**src/rtl/otter_iobus_timer.sv**
```systemverilog
// otter_iobus_timer: memory-mapped interval timer and interrupt source on the OTTER IOBUS
module otter_iobus_timer #(
  parameter logic [31:0] BASE_ADDR  = 32'h1100_0100,
  parameter int          PRESCALE_W = 16
) (
  input  logic        CLK,
  input  logic        RST,
  input  logic [31:0] IOBUS_ADDR,
  input  logic [31:0] IOBUS_OUT,
  input  logic        IOBUS_WR,
  output logic [31:0] IOBUS_IN,
  output logic        HIT,
  output logic        INTR
);
  typedef enum logic {IDLE, RUN} state_t;
  state_t                state_q;
  logic                  auto_q, irq_en_q, pending_q, overrun_q, intr_q;
  logic [PRESCALE_W-1:0] prescale_q, presc_q;
  logic [31:0]           reload_q, count_q;
  logic [2:0]            idx;
  logic                  wr, we_ctrl, we_pre, we_rel, we_cnt, we_stat;
  logic                  tick, expire, clr_pend, clr_ovr, pending_d, overrun_d, irq_en_d;
  logic                  unused_addr;
  assign unused_addr = ^IOBUS_ADDR[1:0];
  assign HIT      = IOBUS_ADDR[31:5] == BASE_ADDR[31:5];
  assign idx      = IOBUS_ADDR[4:2];
  assign wr       = IOBUS_WR & HIT;
  assign we_ctrl  = wr && idx == 3'd0;
  assign we_pre   = wr && idx == 3'd1;
  assign we_rel   = wr && idx == 3'd2;
  assign we_cnt   = wr && idx == 3'd3;
  assign we_stat  = wr && idx == 3'd4;
  assign clr_pend = we_stat & IOBUS_OUT[0];
  assign clr_ovr  = we_stat & IOBUS_OUT[1];
  // a COUNT write in the same cycle swallows the tick entirely
  assign tick      = state_q == RUN && presc_q == prescale_q && !we_cnt;
  assign expire    = tick && count_q == 32'd0;
  assign pending_d = expire | (pending_q & ~clr_pend);
  assign overrun_d = (expire & pending_q & ~clr_pend) | (overrun_q & ~clr_ovr);
  assign irq_en_d  = we_ctrl ? IOBUS_OUT[2] : irq_en_q;
  assign INTR      = intr_q;
  // zero-latency read mux; unmapped indexes and misses read as zero
  always_comb begin
    IOBUS_IN = !HIT        ? 32'd0 :
               idx == 3'd0 ? {29'd0, irq_en_q, auto_q, state_q == RUN} :
               idx == 3'd1 ? 32'(prescale_q) :
               idx == 3'd2 ? reload_q :
               idx == 3'd3 ? count_q :
               idx == 3'd4 ? {30'd0, overrun_q, pending_q} : 32'd0;
  end
  // run/idle control, register file, prescaler and countdown
  always_ff @(posedge CLK) begin
    if (RST) begin
      state_q    <= IDLE;
      auto_q     <= 1'b0;
      irq_en_q   <= 1'b0;
      pending_q  <= 1'b0;
      overrun_q  <= 1'b0;
      intr_q     <= 1'b0;
      prescale_q <= '0;
      presc_q    <= '0;
      reload_q   <= 32'd0;
      count_q    <= 32'd0;
    end else begin
      pending_q <= pending_d;
      overrun_q <= overrun_d;
      intr_q    <= pending_d & irq_en_d;
      irq_en_q  <= irq_en_d;
      if (we_ctrl) auto_q <= IOBUS_OUT[1];
      if (we_pre) prescale_q <= IOBUS_OUT[PRESCALE_W-1:0];
      if (we_rel) reload_q <= IOBUS_OUT;
      if (we_cnt) count_q <= IOBUS_OUT;
      else if (tick) count_q <= expire ? (auto_q ? reload_q : count_q) : count_q - 32'd1;
      if (we_cnt || state_q == IDLE || (we_ctrl && !IOBUS_OUT[0])) presc_q <= '0;
      else presc_q <= tick ? '0 : presc_q + 1'b1;
      if (we_ctrl) state_q <= IOBUS_OUT[0] ? RUN : IDLE;
      else if (expire && !auto_q) state_q <= IDLE;
    end
  end
endmodule

```
**config.mk**
```make
export PLATFORM = sky130hd
export DESIGN_NAME = otter_iobus_timer
export DESIGN_NICKNAME = d
export VERILOG_FILES = /design/src/rtl/otter_iobus_timer.sv
export SDC_FILE = /design/constraint.sdc
export NUM_CORES = 1
export LEC_CHECK = 0
export ABC_CLOCK_PERIOD_IN_PS = 2800
export BUFFER_PORTS_ARGS = -buffer_cell sky130_fd_sc_hd__buf_2
export CAP_MARGIN = 20
export CELL_PAD_IN_SITES_DETAIL_PLACEMENT = 2
export CELL_PAD_IN_SITES_GLOBAL_PLACEMENT = 2
export CORE_MARGIN = 5
export CORE_UTILIZATION = 33
export CTS_CLUSTER_SIZE = 20
export DETAILED_ROUTE_END_ITERATION = 8
export PLACE_DENSITY_LB_ADDON = 0.3
export SETUP_SLACK_MARGIN = 0.1
export SYNTH_ARGS = -nofsm -noshare
export SYNTH_HDL_FRONTEND = slang
export SYNTH_SLANG_ARGS = --single-unit
```
**constraint.sdc**
```tcl
create_clock -name CLK -period 2.8 [get_ports CLK]
set_clock_uncertainty 0.15 [all_clocks]
set_input_delay 0.28 -clock CLK [delete_from_list [all_inputs] [get_ports CLK]]
set_output_delay 0.28 -clock CLK [all_outputs]
set_load 0.01 [all_outputs]
```
==> impl_metrics.py, run 1 <==
metrics = {
    "logic_synthesis": {
        "synth_seq_cells": 102,
        "syn_area_sq_mm": 0.00577,
        "synth_top_area_cell": "dfxtp_1",
        "synth-main-ff-cell": "dfxtp_1",
        "syn_nets": 809,
        "avgSynthCellArea_sq_um": 7.79,
        "yosysUniqueCellTypes": 53,
        "synth_cells": 740,
        "synth_edf_count": 0,
        "synthArstFlopShare_pct": 0,
        "yosysWarnings": 0,
        "synth_area_leaders": "dfxtp_1, nand2_1, nor2_1",
        "seq_area_frac_synth_pct": 35.4,
        "synth.top_cell.area_share_pct": 35.4,
    },
    "power": {
        "ir_drop_mv": 0.318,
        "leakagePower_nw": 2.73,
        "switchingPower_mw": 0.731,
        "p_comb_share_pct": 4.6,
        "switching_share_pct": 24.2,
        "design_power_total_mw": 3.03,
        "clkPwrFrac_pct": 47.5,
        "p_int_mw": 2.30,
        "p_per_area_mw_per_mm2": 419,
        "pwr-share-seq_pct": 47.8,
    },
    "worst_setup_path": {
        "start_kind": "register",
        "r2r_cells": 10,
        "cp_slowest_cell": "or4_1",
        "critPathRequiredTime_ns": 2.92,
        "critPathArrivalTime_ns": 2.87,
        "r2r-start": "count_q[0]",
        "r2r-end": "count_q[16]",
        "reg2reg_slack_ns": 0.05,
        "crit_fanout": 24,
        "path_cells": "inv_1, ha_2, nor3b_2, buf_4, and4_2, nand4_1, o211ai_2, buf_12, or4_1, a31oi_1",
        "crit_path_end_kind": "register",
        "crit_type": "register to register",
        "slowest_delay_ns": 0.52,
    },
    "clock_network": {
        "htree_levels": 3,
        "cts_buffers": 9,
        "path_clk_slew_ns": 0.08,
        "ctsHoldBuffers": 0,
        "clk_latency_ns": 0.36,
        "clk_path_buf_depth": 2,
        "cts_tree": "built",
        "cts_root_buf": "clkbuf_16",
        "cts_sinks": 102,
    },
    "die": {
        "initial_core_util_pct": 33.4,
        "die_h_um": 142,
        "ios": 101,
        "dieWidth_um": 142,
        "row_count": 48,
        "core_sq_mm": 0.0172,
        "die_area_sq_mm": 0.0202,
    },
    "sta": {
        "slew_headroom_pct": 51.7,
        "whs_ns": 0.0153,
        "period_needed_ns": 2.75,
        "setup_viol": 0,
        "tightest_slew_ns": 0.725,
        "grt_setup_unrepaired": "true",
        "drv_slew": 0,
        "timing.final.ws_setup_ns": 0.0498,
        "setup_tns_ns": 0,
        "fmaxAchievable_mhz": 364,
        "hold_viol_final": 0,
        "period_share_pct": 98.2,
    },
    "placed_design": {
        "pre_cts_slack_ns": 0.0170,
        "dpl.hpwl_um": 16600,
        "routabilityCongestion": 0.833,
        "io_buffers": 98,
        "dpl_cell_area_sq_mm": 0.00675,
        "dp_cells": 1059,
    },
    "layout": {
        "synthToLayoutAreaGrowth_pct": 25.3,
        "final_nets": 918,
        "utilization_pct": 41.9,
        "seq_area_sq_mm": 0.00204,
        "final_cell_mix": "nand2_1, nor2_1, dfxtp_1",
        "design_area_sq_mm": 0.00722,
        "drive_above_1_share_pct": 25.2,
        "num_antenna_cells": 0,
        "multiInputGateArea_sq_mm": 0.00359,
        "layout_commonest_cell": "nand2_1",
        "stdcell_count": 1079,
        "nFillCells": 2006,
    },
    "worst_hold_path": {
        "min_to": "reload_q[28]",
        "hold_class": "input pin to register",
        "holdPathStages": 3,
        "hold_start": "IOBUS_OUT[28]",
    },
    "job": {
        "drv_cap": 0,
    },
    "detailed_routing": {
        "first_iter_violations": 309,
        "drcViolationCount": 0,
        "avgRoutedWirePerCell_um": 22.0,
        "vias_per_cell": 5.66,
        "dr.pass1.iters": 5,
        "routed_wirelength_um": 23800,
        "ant_nets": 0,
        "num_vias": 6109,
    },
    "global_routing": {
        "grt-ovfl-total": 0,
        "grt_pass1_vias": 6687,
        "grt_pass1_wl_um": 36700,
        "grt_max_degree": 52,
        "grt_use_total_pct": 22.6,
        "grt_antenna_before_repair": 0,
    },
    "status": {
        "status": "finished clean",
    },
}
[layout make-up]
cell class	instances	area share, %
timing repair buffer	152	13.2
inverter	7	0.364
clock buffer	9	3.12
multi-input combinational	577	49.7
sequential	102	28.3
tap	225	3.90
clock inverter	7	1.44
[how the worst max path moves through the flow]
stage                         startpoint  cells after the start  slack [ns]      endpoint
after detailed placement  IOBUS_ADDR[13]                      7        0.02  IOBUS_IN[22]
after floorplan              count_q[15]                      7        0.25   count_q[30]
after CTS                     count_q[0]                     11        0.05   count_q[21]
after global routing          count_q[0]                     10        -0.1   count_q[16]
final                         count_q[0]                     10        0.05   count_q[16]
after global placement        count_q[0]                     10        0.05   count_q[21]
[power by group through the flow]
| stage | clock [mW] | combinational (mW) | sequential [mW] |
|---|---|---|---|
| 3_5_place_dp | 0 | 0.139 | 1.48 |
| 2_1_floorplan | 0 | 0.0510 | 1.48 |
| 5_1_grt | 1.53 | 0.151 | 1.45 |
| 4_1_cts | 1.47 | 0.140 | 1.45 |
| 3_3_place_gp | 0 | 0.134 | 1.48 |
| 6_report | 1.44 | 0.140 | 1.45 |
[per-layer routing]
metal	up-vias	global-route usage [%]	share of wire, %	wire length, um
met3	25	3.13	4.5	1080
met1	3076	28.9	44	10400
met5	-	0	0	0
met2	130	40.0	50	11900
met4	0	6.26	1.7	415
li1	2878	-	-	-
[state kept, by name, indices dropped and copies added (netlist names)]
signal	cells
count_q	32
reload_q	32
presc_q	16
prescale_q	16
INTR	1
auto_q	1
irq_en_q	1
overrun_q	1
pending_q	1
state_q	1
[worst max-delay path, delay by kind of cell, from the launching register on]
family                     cells  cell delay (ns)
AOI/OAI and AO/OA              2             0.39
adders and majority gates      1             0.22
buffers and inverters          3             0.43
DFF                            1             0.35
and+or+nand+nor                4             1.12
[cells in the mapped netlist, drive strengths merged, types with 12 or more instances]
library cell	instances
xnor2	36
mux2i	23
nand4	13
nor2	106
xor2	16
dfxtp	102
nor3	18
a31oi	12
nand2	105
clkbuf	44
nor4	14
o211ai	24
a21oi	42
a22oi	32
mux2	15
nand3	20
o21ai	20
[timing repair]
action | in CTS | in global routing
setup endpoints to repair | 24 | 42
pin swaps | 2 | 3
cloned | 0 | 0
setup buffers | 2 | 2
resized for setup | 5 | 23
[kinds of logic after synthesis]
| logic type | count (synthesis) | synth area share [%] |
|---|---|---|
| AO/OA/AOI/OAI | 167 | 19.5 |
| AND/OR/NAND/NOR | 317 | 25.2 |
| multiplexers | 39 | 7.31 |
| adder cells (fa/ha/maj) | 2 | 0.434 |
| XOR/XNOR | 52 | 8.03 |
| flip-flops | 102 | 35.4 |
| buffers and inverters | 61 | 4.19 |
Note: power is estimated with default switching activity, not from simulation.
==> run 2, diff against run 1 <==
ABC_AREA = 1   (was unset)
CORE_UTILIZATION = 31   (was 33)
==> run 2 against run 1 <==
  * Wire length up 14%
  * Highest routed layer unchanged
  * Register-to-register slack better by 0.21 ns
  * Clock power down 3%
  * Core utilization down 5.4 points
  * Non-clock buffer count down 35
  * Synthesized cell count up 48%
  * Largest cell class unchanged
==> impl_metrics.py, run 2 <==
metrics = {
    "status": {
        "status": "finished clean",
    },
    "logic_synthesis": {
        "synth_area_leaders": "dfxtp_1, nand2_1, nor2_1",
        "synthArstFlopShare_pct": 0,
        "yosysWarnings": 0,
        "synth_edf_count": 0,
        "synth_seq_cells": 102,
        "synth-main-ff-cell": "dfxtp_1",
        "syn_area_sq_mm": 0.00684,
        "synth_top_area_cell": "dfxtp_1",
        "syn_nets": 1167,
        "yosysUniqueCellTypes": 46,
        "avgSynthCellArea_sq_um": 6.23,
        "yosys.cell_count.top_type": "nand2_1",
        "synth_cells": 1098,
        "synth.top_cell.area_share_pct": 29.8,
        "synthTopCellsByCount": "nand2_1, nor2_1, inv_1, dfxtp_1, a211oi_1",
        "seq_area_frac_synth_pct": 29.8,
    },
    "sta": {
        "slew_headroom_pct": 40.2,
        "setup_viol": 0,
        "setup_tns_ns": 0,
        "drv_slew": 0,
        "grt_setup_unrepaired": "false",
        "tightest_slew_ns": 0.897,
        "period_share_pct": 90.7,
        "period_needed_ns": 2.54,
        "fmaxAchievable_mhz": 394,
        "hold_viol_final": 0,
        "timing.final.ws_setup_ns": 0.260,
    },
    "worst_hold_path": {
        "hold_class": "input pin to register",
        "min_to": "reload_q[28]",
        "holdPathStages": 3,
        "hold_start": "IOBUS_OUT[28]",
    },
    "detailed_routing": {
        "first_iter_violations": 262,
        "num_vias": 7519,
        "drcViolationCount": 0,
        "dr.pass1.iters": 5,
        "vias_per_cell": 5.14,
        "routed_wirelength_um": 27100,
        "ant_nets": 0,
        "avgRoutedWirePerCell_um": 18.5,
    },
    "placed_design": {
        "dpl_cell_area_sq_mm": 0.00761,
        "pre_cts_slack_ns": 0.260,
        "routabilityCongestion": 0.825,
        "dpl.hpwl_um": 20700,
        "io_buffers": 98,
    },
    "layout": {
        "synthToLayoutAreaGrowth_pct": 16.0,
        "largestRegisters": "count_q (32), reload_q (32)",
        "final_cell_mix": "nand2_1, nor2_1, inv_1",
        "layout_commonest_cell": "nand2_1",
        "design_area_sq_mm": 0.00794,
        "final_nets": 1248,
        "drive_above_1_share_pct": 17.1,
        "num_antenna_cells": 0,
    },
    "worst_setup_path": {
        "r2r-end": "count_q[22]",
        "start_kind": "register",
        "critPathRequiredTime_ns": 2.85,
        "crit_fanout": 16,
        "r2r_cells": 12,
        "critPathArrivalTime_ns": 2.59,
        "reg2reg_slack_ns": 0.26,
        "crit_path_end_kind": "register",
        "r2r-start": "count_q[0]",
        "crit_type": "register to register",
    },
    "clock_network": {
        "path_clk_slew_ns": 0.08,
        "htree_levels": 3,
        "cts_sinks": 102,
        "cts_tree": "built",
        "post-cts-setup-buffer-count": 0,
        "clk_path_buf_depth": 2,
        "clk_latency_ns": 0.35,
        "cts_root_buf": "clkbuf_16",
        "cts_buffers": 9,
    },
    "global_routing": {
        "grt_pass1_wl_um": 43500,
        "grt_antenna_before_repair": 0,
        "grt_use_total_pct": 21.8,
        "grt-ovfl-total": 0,
        "grt_pass1_vias": 8129,
        "grt_max_degree": 69,
    },
    "die": {
        "ios": 101,
        "initial_core_util_pct": 31.5,
        "dieWidth_um": 159,
        "die_area_sq_mm": 0.0251,
        "core_sq_mm": 0.0218,
        "die_h_um": 159,
        "row_count": 54,
    },
    "power": {
        "p_per_area_mw_per_mm2": 379,
        "ir_drop_mv": 0.262,
        "leakagePower_nw": 3.52,
    },
    "job": {
        "drv_cap": 0,
    },
}
-- run 2: changes by cell type after synthesis, sizes merged, moves of 18 or more --
cell | before | now
a211oi | 10 | 48
clkbuf | 44 | 26
inv | 7 | 145
mux2i | 23 | 0
nand2 | 105 | 266
nand4 | 13 | 34
nor2 | 106 | 235
o211ai | 24 | 4
xnor2 | 36 | 6
-- run 2: how the worst max path moves through the flow --
stage	from	endpoint	slack, ns	cells after the start
2_1_floorplan	count_q[0]	count_q[30]	0.82	12
3_3_place_gp	count_q[0]	count_q[22]	0.35	12
3_5_place_dp	IOBUS_ADDR[16]	IOBUS_IN[18]	0.26	11
4_1_cts	IOBUS_ADDR[16]	IOBUS_IN[18]	0.26	11
5_1_grt	count_q[0]	count_q[25]	0.12	13
6_report	count_q[0]	count_q[22]	0.26	12
-- run 2: layout make-up --
type                    instances  area [sq um]
clock buffers                  10           229
well taps                     280           350
inverters                     147           552
flip-flops and latches        102          2040
multi-input cells             802          4020
fillers                      2745         13800
repair buffers                117           658
clock inverters                 6          86.3
-- run 2: cells by family after synthesis --
| family | synth area share, % |
|---|---|
| adder cells (fa/ha/maj) | 0.366 |
| AO/OA/AOI/OAI | 15.5 |
| AND/OR/NAND/NOR | 38.6 |
| buffers and inverters | 11.7 |
| flip-flops | 29.8 |
| XOR/XNOR | 4.10 |
-- run 2: per-layer routing --
| layer | GRT usage (%) | up-vias | routed length, um |
|---|---|---|---|
| li1 | - | 3688 | - |
| met1 | 28.9 | 3717 | 13000 |
| met2 | 38.3 | 97 | 13000 |
| met3 | 2.53 | 17 | 755 |
| met4 | 4.35 | 0 | 350 |
| met5 | 0 | - | 0 |
-- run 2: worst max-delay path: stages (launching register included) --
cell	delay, ns
dfxtp_1	0.33
inv_1	0.10
ha_1	0.28
nand2_1	0.15
nor2_4	0.22
nand4_2	0.18
nor2_4	0.21
nand4_2	0.17
nand2_4	0.18
buf_12	0.17
inv_2	0.09
nand3_1	0.09
a21oi_1	0.06
-- run 2: through the flow --
step / power [mW] / instances / utilization [%] / hold slack, ns
6_report: 3.01 / 1464 / 36.5 / 0.0624
2_1_floorplan: 1.54 / 1098 / - / 0.290
3_3_place_gp: 1.64 / 1448 / 35.0 / 0.304
5_1_grt: 3.12 / 1464 / 36.5 / 0.0739
4_1_cts: 3.05 / 1464 / 36.4 / 0.0538
3_5_place_dp: 1.64 / 1448 / 35.0 / 0.325
-- run 2: report_power, final --
part | switching [mW] | internal (mW) | leakage [nW]
Combinational | 0.108 | 0.0494 | 2.54
Sequential | 0.00000000246 | 1.45 | 0.821
Clock | 0.618 | 0.785 | 0.152
Total | 0.725 | 2.28 | 3.52
-- run 2: what timing repair did --
item / 4_1_cts / 5_1_grt
setup endpoints to repair: 0 / 18
resized for setup: 0 / 2
hold buffers: 0 / 0
==> run 3, diff against run 2 <==
PLACE_DENSITY = 0.8   (was unset)
PLACE_DENSITY_LB_ADDON = unset   (was 0.3)
SLEW_MARGIN = 20   (was unset)
==> run 3 against run 2 <==
  * Count of clock-buffer cells in the layout increased by 2
  * Flip-flop and latch count unchanged
  * Power decreased by 3.8%
  * Fmax increased by 0.37%
  * Sequential power about the same
  * Wire length increased by 0.13%
  * Register-to-register slack about the same
  * Critical path type unchanged
==> impl_metrics.py, run 3 (synthesized netlist as in run 2, its figures left out) <==
metrics = {
    "detailed_routing": {
        "routed_wirelength_um": 27100,
        "dr.pass1.iters": 4,
        "vias_per_cell": 5.14,
        "num_vias": 7539,
        "ant_nets": 0,
        "avgRoutedWirePerCell_um": 18.5,
        "first_iter_violations": 383,
        "drcViolationCount": 0,
    },
    "clock_network": {
        "cts_sinks": 102,
        "clk_latency_ns": 0.36,
        "path_clk_slew_ns": 0.08,
        "cts_tree": "built",
        "cts_buffers": 9,
        "ctsHoldBuffers": 0,
        "clk_path_buf_depth": 2,
        "cts_root_buf": "clkbuf_16",
        "htree_levels": 3,
    },
    "global_routing": {
        "grt_antenna_before_repair": 0,
        "grt-ovfl-total": 0,
        "grt_use_total_pct": 22.0,
        "grt_max_degree": 69,
        "grt_pass1_wl_um": 43500,
        "grt_pass1_vias": 8067,
    },
    "job": {
        "drv_cap": 0,
    },
    "worst_setup_path": {
        "crit_path_end_kind": "register",
        "cp_slowest_cell": "dfxtp_1",
        "path_cells": "inv_1, ha_1, nand2_1, nor2_4, nand4_2, nor2_4, nand4_2, nand2_4, buf_4, nor2_1, nand2_1, a21oi_1",
        "critPathArrivalTime_ns": 2.58,
        "critPathBufInv": 2,
        "crit_fanout": 16,
        "crit_type": "register to register",
        "slowest_delay_ns": 0.33,
        "path_delay_family": "simple AND/OR/NAND/NOR gates",
        "critPathRequiredTime_ns": 2.85,
        "start_kind": "register",
    },
    "sta": {
        "period_share_pct": 90.4,
        "setup_viol": 0,
        "tightest_slew_ns": 0.867,
        "slew_headroom_pct": 42.2,
        "setup_tns_ns": 0,
        "grt_setup_unrepaired": "false",
        "hold_viol_final": 0,
        "period_needed_ns": 2.53,
        "drv_slew": 0,
        "fmaxAchievable_mhz": 395,
    },
    "status": {
        "status": "finished clean",
    },
    "die": {
        "die_area_sq_mm": 0.0251,
        "dieWidth_um": 159,
        "die_h_um": 159,
        "ios": 101,
        "core_sq_mm": 0.0218,
        "row_count": 54,
        "initial_core_util_pct": 31.5,
    },
    "layout": {
        "final_nets": 1250,
        "synthToLayoutAreaGrowth_pct": 15.5,
        "num_antenna_cells": 0,
        "layout_commonest_cell": "nand2_1",
        "largestRegisters": "count_q (32), reload_q (32)",
        "nFillCells": 2800,
        "final_cell_mix": "nand2_1, nor2_1, inv_1",
        "utilization_pct": 36.3,
        "drive_above_1_share_pct": 17.2,
    },
    "placed_design": {
        "routabilityCongestion": 0.856,
        "dpl.hpwl_um": 21100,
        "io_buffers": 98,
    },
    "power": {
        "leakagePower_nw": 3.51,
        "design_power_total_mw": 2.89,
        "p_per_area_mw_per_mm2": 366,
        "ir_drop_mv": 0.255,
    },
    "worst_hold_path": {
        "hold_class": "input pin to register",
    },
}
run 3: worst register-to-register path: cells and delay by family, from the launching register on:
kind / cells / cell delay, ns
flip-flops: 1 / 0.33
adder cells (fa/ha/maj): 1 / 0.27
AND/OR/NAND/NOR: 8 / 1.18
AO/OA/AOI/OAI: 1 / 0.06
buffers and inverters: 2 / 0.38
run 3: cell type report:
cell class / instances / area, sq um / share of cell area [%]
clock buffer: 12 / 256 / 3.24
tap: 280 / 350 / 4.43
clock inverter: 4 / 30.0 / 0.380
sequential: 102 / 2040 / 25.8
inverter: 147 / 552 / 6.98
timing repair buffer: 119 / 661 / 8.36
multi-input combinational: 802 / 4020 / 50.8
run 3: repair_timing:
item	4_1_cts	5_1_grt
endpoints found under the setup margin	0	5
resized for setup	0	1
buffers inserted	0	0
run 3: power by group:
group | internal [mW] | switching (mW) | total (mW)
logic | 0.0494 | 0.107 | 0.156
registers | 1.45 | 0.00000000234 | 1.45
clock network | 0.658 | 0.631 | 1.29
run 3: worst paths after layout:
check                              startpoint           end  slack, ns  cells past startpoint
worst max-delay path               count_q[0]   count_q[31]       0.27                     12
worst min-delay path            IOBUS_OUT[24]  reload_q[24]       0.06                      3
worst max register to register     count_q[0]   count_q[31]       0.27                     12
worst min register to register     presc_q[0]    presc_q[0]       0.34                      1
run 3: metal layers:
layer  track usage, %  routed length [um]
met1             28.4               12800
met2             39.2               13300
met3             2.64                 633
met4             4.79                 408
met5                0                   0
run 3: metrics by stage:
stage | hold WS [ns] | cells | cell area, sq um | setup slack (ns)
2_1_floorplan | 0.290 | 1098 | 6840 | 0.822
3_3_place_gp | 0.306 | 1450 | 7610 | 0.313
3_5_place_dp | 0.326 | 1450 | 7610 | 0.266
4_1_cts | 0.0444 | 1466 | 7900 | 0.241
5_1_grt | 0.0552 | 1466 | 7910 | 0.116
6_report | 0.0558 | 1466 | 7910 | 0.269
